**config.mk**
```make
export PLATFORM = sky130hd
export DESIGN_NAME = output_neuron_ctrl_flat
export DESIGN_NICKNAME = d
export VERILOG_FILES = /design/src/rtl/esn_pkg.sv /design/src/rtl/output_neuron_ctrl_if.sv /design/src/rtl/esn_readout_regbank.sv /design/src/rtl/output_neuron_ctrl.sv /design/src/flat_wrapper.sv
export SDC_FILE = /design/constraint.sdc
export NUM_CORES = 2
export LEC_CHECK = 0
export CAP_MARGIN = 10
export CORE_AREA = 2 2 730 732
export CTS_CLUSTER_DIAMETER = 50
export DETAILED_ROUTE_END_ITERATION = 8
export DIE_AREA = 0 0 732 734
export HOLD_SLACK_MARGIN = 0.03
export SYNTH_ARGS = -nofsm -noshare
export SYNTH_HDL_FRONTEND = slang
export SYNTH_SLANG_ARGS = --single-unit
```
**constraint.sdc**
```tcl
create_clock -name clk -period 78.3 [get_ports clk]
set_input_delay 7.83 -clock clk [delete_from_list [all_inputs] [get_ports clk]]
set_output_delay 7.83 -clock clk [all_outputs]
set_load 0.1 [all_outputs]
```
**src/rtl/esn_pkg.sv**
```systemverilog
// Shared constants and types for the ESN output-neuron readout path.
package esn_pkg;

  localparam int N_EX           = 48;  // extended-state length, also weight count
  localparam int SW             = 20;  // state element width, signed <20,19>
  localparam int WW             = 16;  // weight width, signed <16,15>
  localparam int YW             = 32;  // engine result width, Q24
  localparam int IDX_W          = 6;   // beat index / weight address width
  localparam int TIMEOUT_CYC    = 64;  // run-to-ready budget in cycles
  localparam int OUT_NEURON_LAT = 14;  // engine latency from run to ready

  localparam logic [IDX_W-1:0] LAST_IDX = IDX_W'(N_EX - 1);

  typedef enum logic [1:0] {
    COLLECT = 2'd0,
    FIRE    = 2'd1,
    WAIT    = 2'd2,
    HOLD    = 2'd3
  } esn_state_e;

endpackage

```
**src/rtl/output_neuron_ctrl_if.sv**
```systemverilog
// Bundle of the state stream, weight port, engine pins, result stream and
// error pulses around output_neuron_ctrl. The controller uses the slave view.
interface output_neuron_ctrl_if;
  import esn_pkg::*;

  // state stream in
  logic                      s_valid;
  logic                      s_ready;
  logic [SW-1:0]             s_data;
  logic                      s_last;
  // host weight port
  logic                      w_we;
  logic [IDX_W-1:0]          w_addr;
  logic [WW-1:0]             w_data;
  // engine pins
  logic [N_EX-1:0][SW-1:0]   state_ex;
  logic [N_EX-1:0][WW-1:0]   w_out;
  logic                      run;
  logic                      ready;
  logic [YW-1:0]             y_in;
  // result stream out
  logic                      m_valid;
  logic                      m_ready;
  logic [YW-1:0]             m_data;
  // error pulses
  logic                      err_len;
  logic                      err_timeout;
  logic                      err_wbusy;

  modport slave (
    input  s_valid, s_data, s_last, w_we, w_addr, w_data, ready, y_in, m_ready,
    output s_ready, state_ex, w_out, run, m_valid, m_data,
           err_len, err_timeout, err_wbusy
  );

  modport master (
    output s_valid, s_data, s_last, w_we, w_addr, w_data, ready, y_in, m_ready,
    input  s_ready, state_ex, w_out, run, m_valid, m_data,
           err_len, err_timeout, err_wbusy
  );

endinterface

```
**src/rtl/esn_readout_regbank.sv**
```systemverilog
// State bank (written by beat index) and weight bank (address-decoded,
// gated host write) feeding the dot-product engine as flat arrays.
module esn_readout_regbank
  import esn_pkg::*;
(
  input  logic                    clk,
  input  logic                    rst,
  input  logic                    st_we_i,
  input  logic [IDX_W-1:0]        st_idx_i,
  input  logic [SW-1:0]           st_data_i,
  input  logic                    w_we_i,
  input  logic                    w_gate_i,
  input  logic [IDX_W-1:0]        w_addr_i,
  input  logic [WW-1:0]           w_data_i,
  output logic [N_EX-1:0][SW-1:0] state_ex_o,
  output logic [N_EX-1:0][WW-1:0] w_out_o
);

  logic [N_EX-1:0][SW-1:0] st_bank_q;
  logic [N_EX-1:0][WW-1:0] w_bank_q;
  logic                    w_hit;

  // Out-of-range addresses are silently ignored; the gate closes the bank
  // while the engine is using it.
  assign w_hit = w_we_i && w_gate_i && (w_addr_i < IDX_W'(N_EX));

  // State bank: one element per accepted beat, never cleared by framing.
  // NOTE: both banks are flop arrays with a real reset because the engine
  // reads every element combinationally and must see zeros after reset;
  // a RAM macro would not allow that.
  always_ff @(posedge clk or posedge rst) begin
    if (rst) begin
      st_bank_q <= '0;
    end else if (st_we_i) begin
      st_bank_q[st_idx_i] <= st_data_i;
    end
  end

  // Weight bank: persists across frames, writable only while gated open.
  always_ff @(posedge clk or posedge rst) begin
    if (rst) begin
      w_bank_q <= '0;
    end else if (w_hit) begin
      w_bank_q[w_addr_i] <= w_data_i;
    end
  end

  assign state_ex_o = st_bank_q;
  assign w_out_o    = w_bank_q;

endmodule

```
**src/rtl/output_neuron_ctrl.sv**
```systemverilog
// Frame collector and sequencer for the output-neuron dot-product engine:
// gathers 48 state beats, fires the engine, captures its Q24 result and
// presents it on a valid/ready stream.
module output_neuron_ctrl
  import esn_pkg::*;
#(
  parameter int TIMEOUT = TIMEOUT_CYC
) (
  input logic                 clk,
  input logic                 rst,
  output_neuron_ctrl_if.slave bus
);

  localparam int TMO_W = $clog2(TIMEOUT + 1);

  esn_state_e              state_q, state_d;
  logic [IDX_W-1:0]        idx_q, idx_d;
  logic [TMO_W-1:0]        tmo_q, tmo_d;
  logic [YW-1:0]           m_data_q, m_data_d;
  logic                    run_q, run_d;
  logic                    m_valid_q, m_valid_d;
  logic                    s_ready_q, s_ready_d;
  logic                    err_len_q, err_len_d;
  logic                    err_timeout_q, err_timeout_d;
  logic                    err_wbusy_q, err_wbusy_d;

  logic                    s_acc;
  logic                    w_open;
  logic                    w_addr_ok;
  logic [N_EX-1:0][SW-1:0] state_ex_w;
  logic [N_EX-1:0][WW-1:0] w_out_w;

  assign s_acc     = bus.s_valid && s_ready_q;
  assign w_open    = (state_q == COLLECT);
  assign w_addr_ok = (bus.w_addr < IDX_W'(N_EX));

  esn_readout_regbank u_regbank (
    .clk        (clk),
    .rst        (rst),
    .st_we_i    (s_acc),
    .st_idx_i   (idx_q),
    .st_data_i  (bus.s_data),
    .w_we_i     (bus.w_we),
    .w_gate_i   (w_open),
    .w_addr_i   (bus.w_addr),
    .w_data_i   (bus.w_data),
    .state_ex_o (state_ex_w),
    .w_out_o    (w_out_w)
  );

  // Next state, counters, capture and the registered output values.
  // NOTE: every variable gets its default before the case so that no path
  // leaves one unassigned, which would otherwise infer a latch.
  always_comb begin
    state_d       = state_q;
    idx_d         = idx_q;
    tmo_d         = tmo_q;
    m_data_d      = m_data_q;
    err_len_d     = 1'b0;
    err_timeout_d = 1'b0;
    // A valid-address write outside COLLECT is dropped to keep w_out stable.
    err_wbusy_d   = bus.w_we && w_addr_ok && !w_open;

    unique case (state_q)
      COLLECT: begin
        if (s_acc) begin
          if (idx_q == LAST_IDX) begin
            // Count-based: the frame fires even when s_last is missing.
            state_d   = FIRE;
            idx_d     = '0;
            err_len_d = !bus.s_last;
          end else if (bus.s_last) begin
            // Short frame: discard and restart at index 0.
            idx_d     = '0;
            err_len_d = 1'b1;
          end else begin
            idx_d = idx_q + 1'b1;
          end
        end
      end
      FIRE: begin
        tmo_d   = '0;
        state_d = WAIT;
      end
      WAIT: begin
        // ready is honoured in each of the TIMEOUT cycles after run; the
        // timeout is declared at the end of the last of them.
        if (bus.ready) begin
          m_data_d = bus.y_in;
          state_d  = HOLD;
        end else if (tmo_q == TMO_W'(TIMEOUT - 1)) begin
          err_timeout_d = 1'b1;
          state_d       = COLLECT;
        end else begin
          tmo_d = tmo_q + 1'b1;
        end
      end
      HOLD: begin
        if (bus.m_ready) begin
          state_d = COLLECT;
        end
      end
      default: state_d = COLLECT;
    endcase

    run_d     = (state_d == FIRE);
    m_valid_d = (state_d == HOLD);
    s_ready_d = (state_d == COLLECT);
  end

  // Sequencer state and registered outputs.
  // NOTE: non-blocking assignments here so every register samples the
  // pre-edge values computed above, independent of statement order.
  always_ff @(posedge clk or posedge rst) begin
    if (rst) begin
      state_q       <= COLLECT;
      idx_q         <= '0;
      tmo_q         <= '0;
      m_data_q      <= '0;
      run_q         <= 1'b0;
      m_valid_q     <= 1'b0;
      s_ready_q     <= 1'b0;
      err_len_q     <= 1'b0;
      err_timeout_q <= 1'b0;
      err_wbusy_q   <= 1'b0;
    end else begin
      state_q       <= state_d;
      idx_q         <= idx_d;
      tmo_q         <= tmo_d;
      m_data_q      <= m_data_d;
      run_q         <= run_d;
      m_valid_q     <= m_valid_d;
      s_ready_q     <= s_ready_d;
      err_len_q     <= err_len_d;
      err_timeout_q <= err_timeout_d;
      err_wbusy_q   <= err_wbusy_d;
    end
  end

  assign bus.s_ready     = s_ready_q;
  assign bus.run         = run_q;
  assign bus.m_valid     = m_valid_q;
  assign bus.m_data      = m_data_q;
  assign bus.err_len     = err_len_q;
  assign bus.err_timeout = err_timeout_q;
  assign bus.err_wbusy   = err_wbusy_q;
  assign bus.state_ex    = state_ex_w;
  assign bus.w_out       = w_out_w;

endmodule

```
**src/flat_wrapper.sv**
```systemverilog
// flat-port wrapper written by rule: the top's interface ports become plain ports
module output_neuron_ctrl_flat import esn_pkg::*;
#(
  parameter int TIMEOUT = TIMEOUT_CYC
)
  (clk, rst, bus_s_valid, bus_s_data, bus_s_last, bus_w_we, bus_w_addr, bus_w_data, bus_ready, bus_y_in, bus_m_ready, bus_s_ready, bus_state_ex, bus_w_out, bus_run, bus_m_valid, bus_m_data, bus_err_len, bus_err_timeout, bus_err_wbusy);
  output_neuron_ctrl_if bus_i ();
  input logic clk;
  input logic rst;
  input wire logic [$bits(bus_i.s_valid)-1:0] bus_s_valid;
  input wire logic [$bits(bus_i.s_data)-1:0] bus_s_data;
  input wire logic [$bits(bus_i.s_last)-1:0] bus_s_last;
  input wire logic [$bits(bus_i.w_we)-1:0] bus_w_we;
  input wire logic [$bits(bus_i.w_addr)-1:0] bus_w_addr;
  input wire logic [$bits(bus_i.w_data)-1:0] bus_w_data;
  input wire logic [$bits(bus_i.ready)-1:0] bus_ready;
  input wire logic [$bits(bus_i.y_in)-1:0] bus_y_in;
  input wire logic [$bits(bus_i.m_ready)-1:0] bus_m_ready;
  output wire logic [$bits(bus_i.s_ready)-1:0] bus_s_ready;
  output wire logic [$bits(bus_i.state_ex)-1:0] bus_state_ex;
  output wire logic [$bits(bus_i.w_out)-1:0] bus_w_out;
  output wire logic [$bits(bus_i.run)-1:0] bus_run;
  output wire logic [$bits(bus_i.m_valid)-1:0] bus_m_valid;
  output wire logic [$bits(bus_i.m_data)-1:0] bus_m_data;
  output wire logic [$bits(bus_i.err_len)-1:0] bus_err_len;
  output wire logic [$bits(bus_i.err_timeout)-1:0] bus_err_timeout;
  output wire logic [$bits(bus_i.err_wbusy)-1:0] bus_err_wbusy;
  assign bus_i.s_valid = bus_s_valid;
  assign bus_i.s_data = bus_s_data;
  assign bus_i.s_last = bus_s_last;
  assign bus_i.w_we = bus_w_we;
  assign bus_i.w_addr = bus_w_addr;
  assign bus_i.w_data = bus_w_data;
  assign bus_i.ready = bus_ready;
  assign bus_i.y_in = bus_y_in;
  assign bus_i.m_ready = bus_m_ready;
  assign bus_s_ready = bus_i.s_ready;
  assign bus_state_ex = bus_i.state_ex;
  assign bus_w_out = bus_i.w_out;
  assign bus_run = bus_i.run;
  assign bus_m_valid = bus_i.m_valid;
  assign bus_m_data = bus_i.m_data;
  assign bus_err_len = bus_i.err_len;
  assign bus_err_timeout = bus_i.err_timeout;
  assign bus_err_wbusy = bus_i.err_wbusy;
  output_neuron_ctrl #(.TIMEOUT(TIMEOUT)) u_core (.clk(clk), .rst(rst), .bus(bus_i));
endmodule
```
==> reports/qor.txt <==
Required time at the worst-slack endpoint = 79.17 ns
Sum of buffers and inverters on the critical path = 9
Count of nets left with antenna violations after detail routing = 0
Total power density per cell area = 29.6 mW/mm^2
Count of pins on the block boundary = 1,847
Slew at the pin with the worst max-slew slack = 1.30 ns
RSZ-0062 raised after global routing = no
Initial antenna violation count = 65
Sw Ratio = 39.9%
Die outline height = 734 microns
Share of total power in combinational logic = 30.8%
Final Setup Violations = 0
Layout cell share with drive strength beyond 1 = 38.7%
Worst clock skew = 0.0827 ns
Clk pwr share = 34.7%
Buffers inserted during post-CTS setup optimization = 0
Post-detail-place hpwl = 228 mm
Resize count post-CTS = 0
Layout area overhead = 51.3%
Primary FF master, synth = sky130_fd_sc_hd__dfrtp_1
Fraction of synthesized cell area in xor and xnor cells = 0%
Share of the yosys chip area belonging to registers = 65.9%
Average size of a mapped cell = 16.4 sq um
Post-route DRC = 0
Max-capacitance violation count = 0
Starting density of the core = 12.8%
1st-pass router iterations = 5
Normalized max-slew margin = 13.3%
Critical path's slowest cell = sky130_fd_sc_hd__buf_4
Switching power = 1210 uW
Congestion Overflow GR = 0
Async SR Flop Fraction = 100%
Critical Path Start Type = primary input
Chip Width = 732 microns
Reported leakage power = 0.0451 uW
Peak supply drop = 0.0394 mV
DIE AREA = 0.537 sq mm
Depth of the CTS H-tree = 4
Count leader, synth = sky130_fd_sc_hd__dfrtp_1
Fraction of the mapped netlist area in compound gates = 0.320%
Smallest setup slack after layout = 64.85 ns
Type of the setup path with the least slack = primary input to asynchronous set/reset pin
Classification of the worst-slack hold path = flop to flop
Biggest cell delay along the critical path = 0.87 ns
Clock period minus final worst setup slack = 13.45 ns
Post-synthesis share of cell area spent on and, or, nand and nor gates = 1.96%
Cell variety after synth = 51
Count of yosys warnings during synthesis = 0
Sequential Power Share = 34.5%
CTS buffer count = 216
Pin count of the biggest net entering global routing = 162
Hold-fix buffer count after cts = 0
Area of the placeable core = 0.530 sq mm
Total GRT Usage = 11.1%
Sum of negative setup slack = 0 ns
Slew Limit Fails = 0
Final net count = 6,062
Pint = 1820 uW
Final weighted congestion in routability-driven placement = 0.845
Cells taking the most area after synthesis = sky130_fd_sc_hd__dfrtp_1 (66%), sky130_fd_sc_hd__mux2_2 (29%), sky130_fd_sc_hd__clkbuf_1 (1.4%)
First-pass GRT wire length = 412 mm
Clock Root Buffer = sky130_fd_sc_hd__clkbuf_16
Vias in the first global route = 45,400
Commonest cells in the synthesized netlist = sky130_fd_sc_hd__dfrtp_1 (1,781), sky130_fd_sc_hd__mux2_2 (1,725), sky130_fd_sc_hd__clkbuf_1 (260), sky130_fd_sc_hd__buf_2 (83), sky130_fd_sc_hd__nor3_1 (37)
Avg WL per Cell = 23.6 microns
Outcome = finished, final reports clean
Largest buffer count on any clock path = 4
Critical path cell sequence = clkdlybuf4s50_1 > inv_8 > buf_4 > buf_4 > buf_4 > buf_4 > buf_4 > buf_4 > buf_4
Hold path depth = 1
Pre-CTS setup slack = 63.76 ns
Synth Register Bits = 1,781
Synthesized area = 0.0676 sq mm
Final worst-path cycle share = 17.2%
Top cell family by delay on the critical path = buffers and inverters
Initial drt markers = 2,593
Routed Wire Length = 312 mm
Post-synthesis instance total = 4,128
Achievable frequency = 74.3 MHz
Maximum fanout along the worst path = 111
Average vias per placed instance = 3.31
Setup crit end kind = asynchronous set/reset pin
Most frequent cell on the critical path = sky130_fd_sc_hd__buf_4
Adder-Cell Fraction of Synth Area = 0.0370%
DR vias = 43,700
Number of flops mapped to enable cells by yosys = 0
Synthesized Nets = 4,211
Final hold violations = 0
Arrival @ worst endpoint = 14.32 ns
Insertion delay of the later-clocked pin in the worst-skew pair = 0.92 ns
Dominant combinational cell family by area after synthesis = multiplexers
Dominant cell type by area after synthesis = sky130_fd_sc_hd__dfrtp_1
Number of buffers inserted by port buffering = 1,846
Multiplexer share of the synthesized area = 29.4%
Rows = 268
Fraction of synthesized cell area taken by the top area cell type = 65.9%
Clock tree from TritonCTS = done
Clock Sinks = 1,781
Clock transition at the register clock pins on the worst setup and hold paths after CTS = 0.06 ns
Length in cells of the worst reg-to-reg path = 5
Total stage count of the critical path = 9
flip-flops by register name, summed over array words and instances, names as in the netlist, 2 cells and up:
name and flops:
u_core.state_q 2, u_core.u_regbank.state_ex_o 960, u_core.tmo_q 7, u_core.idx_q 6, u_core.u_regbank.w_out_o 768, u_core.bus.m_data 32
logic make-up after synthesis:
logic type | count (synthesis)
compound gates | 31
fa+ha+maj | 2
mux | 1760
flops | 1781
simple gates | 179
buf+inv | 375
metal layers:
metal | vias up | track usage (%) | wire [microns]
met1 | 23200 | 13.1 | 126000
met2 | 1836 | 19.3 | 153000
met4 | 6 | 3.19 | 9360
li1 | 18300 | - | -
met5 | - | 0 | 34
met3 | 390 | 3.32 | 24000
path summary, 6_finish.rpt:
path,from,end,slack [ns]
setup reg to reg,u_core.state_q[0]$_DFF_PP0_,u_core.u_regbank.w_out_o[238]$_DFFE_PP0P_,74.85
hold / removal,u_core.u_regbank.state_ex_o[352]$_DFFE_PP0P_,u_core.u_regbank.state_ex_o[352]$_DFFE_PP0P_,0.49
max in group clk,bus_w_addr[0],u_core.u_regbank.w_out_o[238]$_DFFE_PP0P_,67.76
min in group asynchronous,rst,u_core.u_regbank.state_ex_o[950]$_DFFE_PP0P_,7.47
hold reg to reg,u_core.u_regbank.state_ex_o[352]$_DFFE_PP0P_,u_core.u_regbank.state_ex_o[352]$_DFFE_PP0P_,0.49
setup / recovery,rst,u_core.u_regbank.w_out_o[191]$_DFFE_PP0P_,64.85
power by group through the flow:
stage	sequential (uW)	combinational [uW]	clock (uW)
2_1_floorplan	1650	102	0
3_3_place_gp	1060	937	0
3_5_place_dp	1060	940	0
4_1_cts	1040	941	1080
5_1_grt	1050	952	1120
6_report	1040	933	1050
stage by stage:
| step | cell area [sq um] | util [%] | instances | total power (uW) | hold slack (ns) |
|---|---|---|---|---|---|
| global placement | 94700 | 17.9 | 12800 | 1990 | 0.470 |
| global route | 102000 | 19.3 | 13200 | 3120 | 0.500 |
| CTS | 102000 | 19.3 | 13200 | 3060 | 0.488 |
| finish | 102000 | 19.3 | 13200 | 3030 | 0.490 |
| floorplan | 67600 | - | 4128 | 1750 | 0.492 |
| detailed placement | 94700 | 17.9 | 12800 | 2000 | 0.474 |
worst register-to-register path: cells and delay by family (launching register included):
family	cells	cell delay [ns]
simple gates	2	1.88
buf+inv	2	0.69
mux	1	0.39
flops	1	0.38
cell usage in the layout, fill, tap and decap left out, types with 10 or more instances in the layout:
cell	count
sky130_fd_sc_hd__clkbuf_16	217
sky130_fd_sc_hd__clkbuf_8	39
sky130_fd_sc_hd__clkinv_2	18
sky130_fd_sc_hd__diode_2	17
sky130_fd_sc_hd__mux2_4	20
sky130_fd_sc_hd__nor3_4	24
sky130_fd_sc_hd__mux2_2	1725
sky130_fd_sc_hd__dfrtp_1	1779
sky130_fd_sc_hd__buf_2	14
sky130_fd_sc_hd__bufinv_16	21
sky130_fd_sc_hd__nor3_2	33
sky130_fd_sc_hd__clkdlybuf4s50_1	1803
sky130_fd_sc_hd__inv_6	11
sky130_fd_sc_hd__clkbuf_1	45
sky130_fd_sc_hd__clkinv_16	11
sky130_fd_sc_hd__nand3_1	15
sky130_fd_sc_hd__nand2_1	13
sky130_fd_sc_hd__mux2_1	15
sky130_fd_sc_hd__clkinvlp_4	10
sky130_fd_sc_hd__buf_4	183
cell type report:
cell class	instances	area [sq um]
Tap cell	7020	8780
Inverter	5	26.3
Timing Repair Buffer	2003	19600
Antenna cell	17	42.5
Sequential cell	1781	44600
Multi-Input combinational cell	1972	21800
Clock buffer	301	6140
Fill cell	57200	428000
Clock inverter	89	1410
No activity file was read; power rests on OpenSTA's default activity.
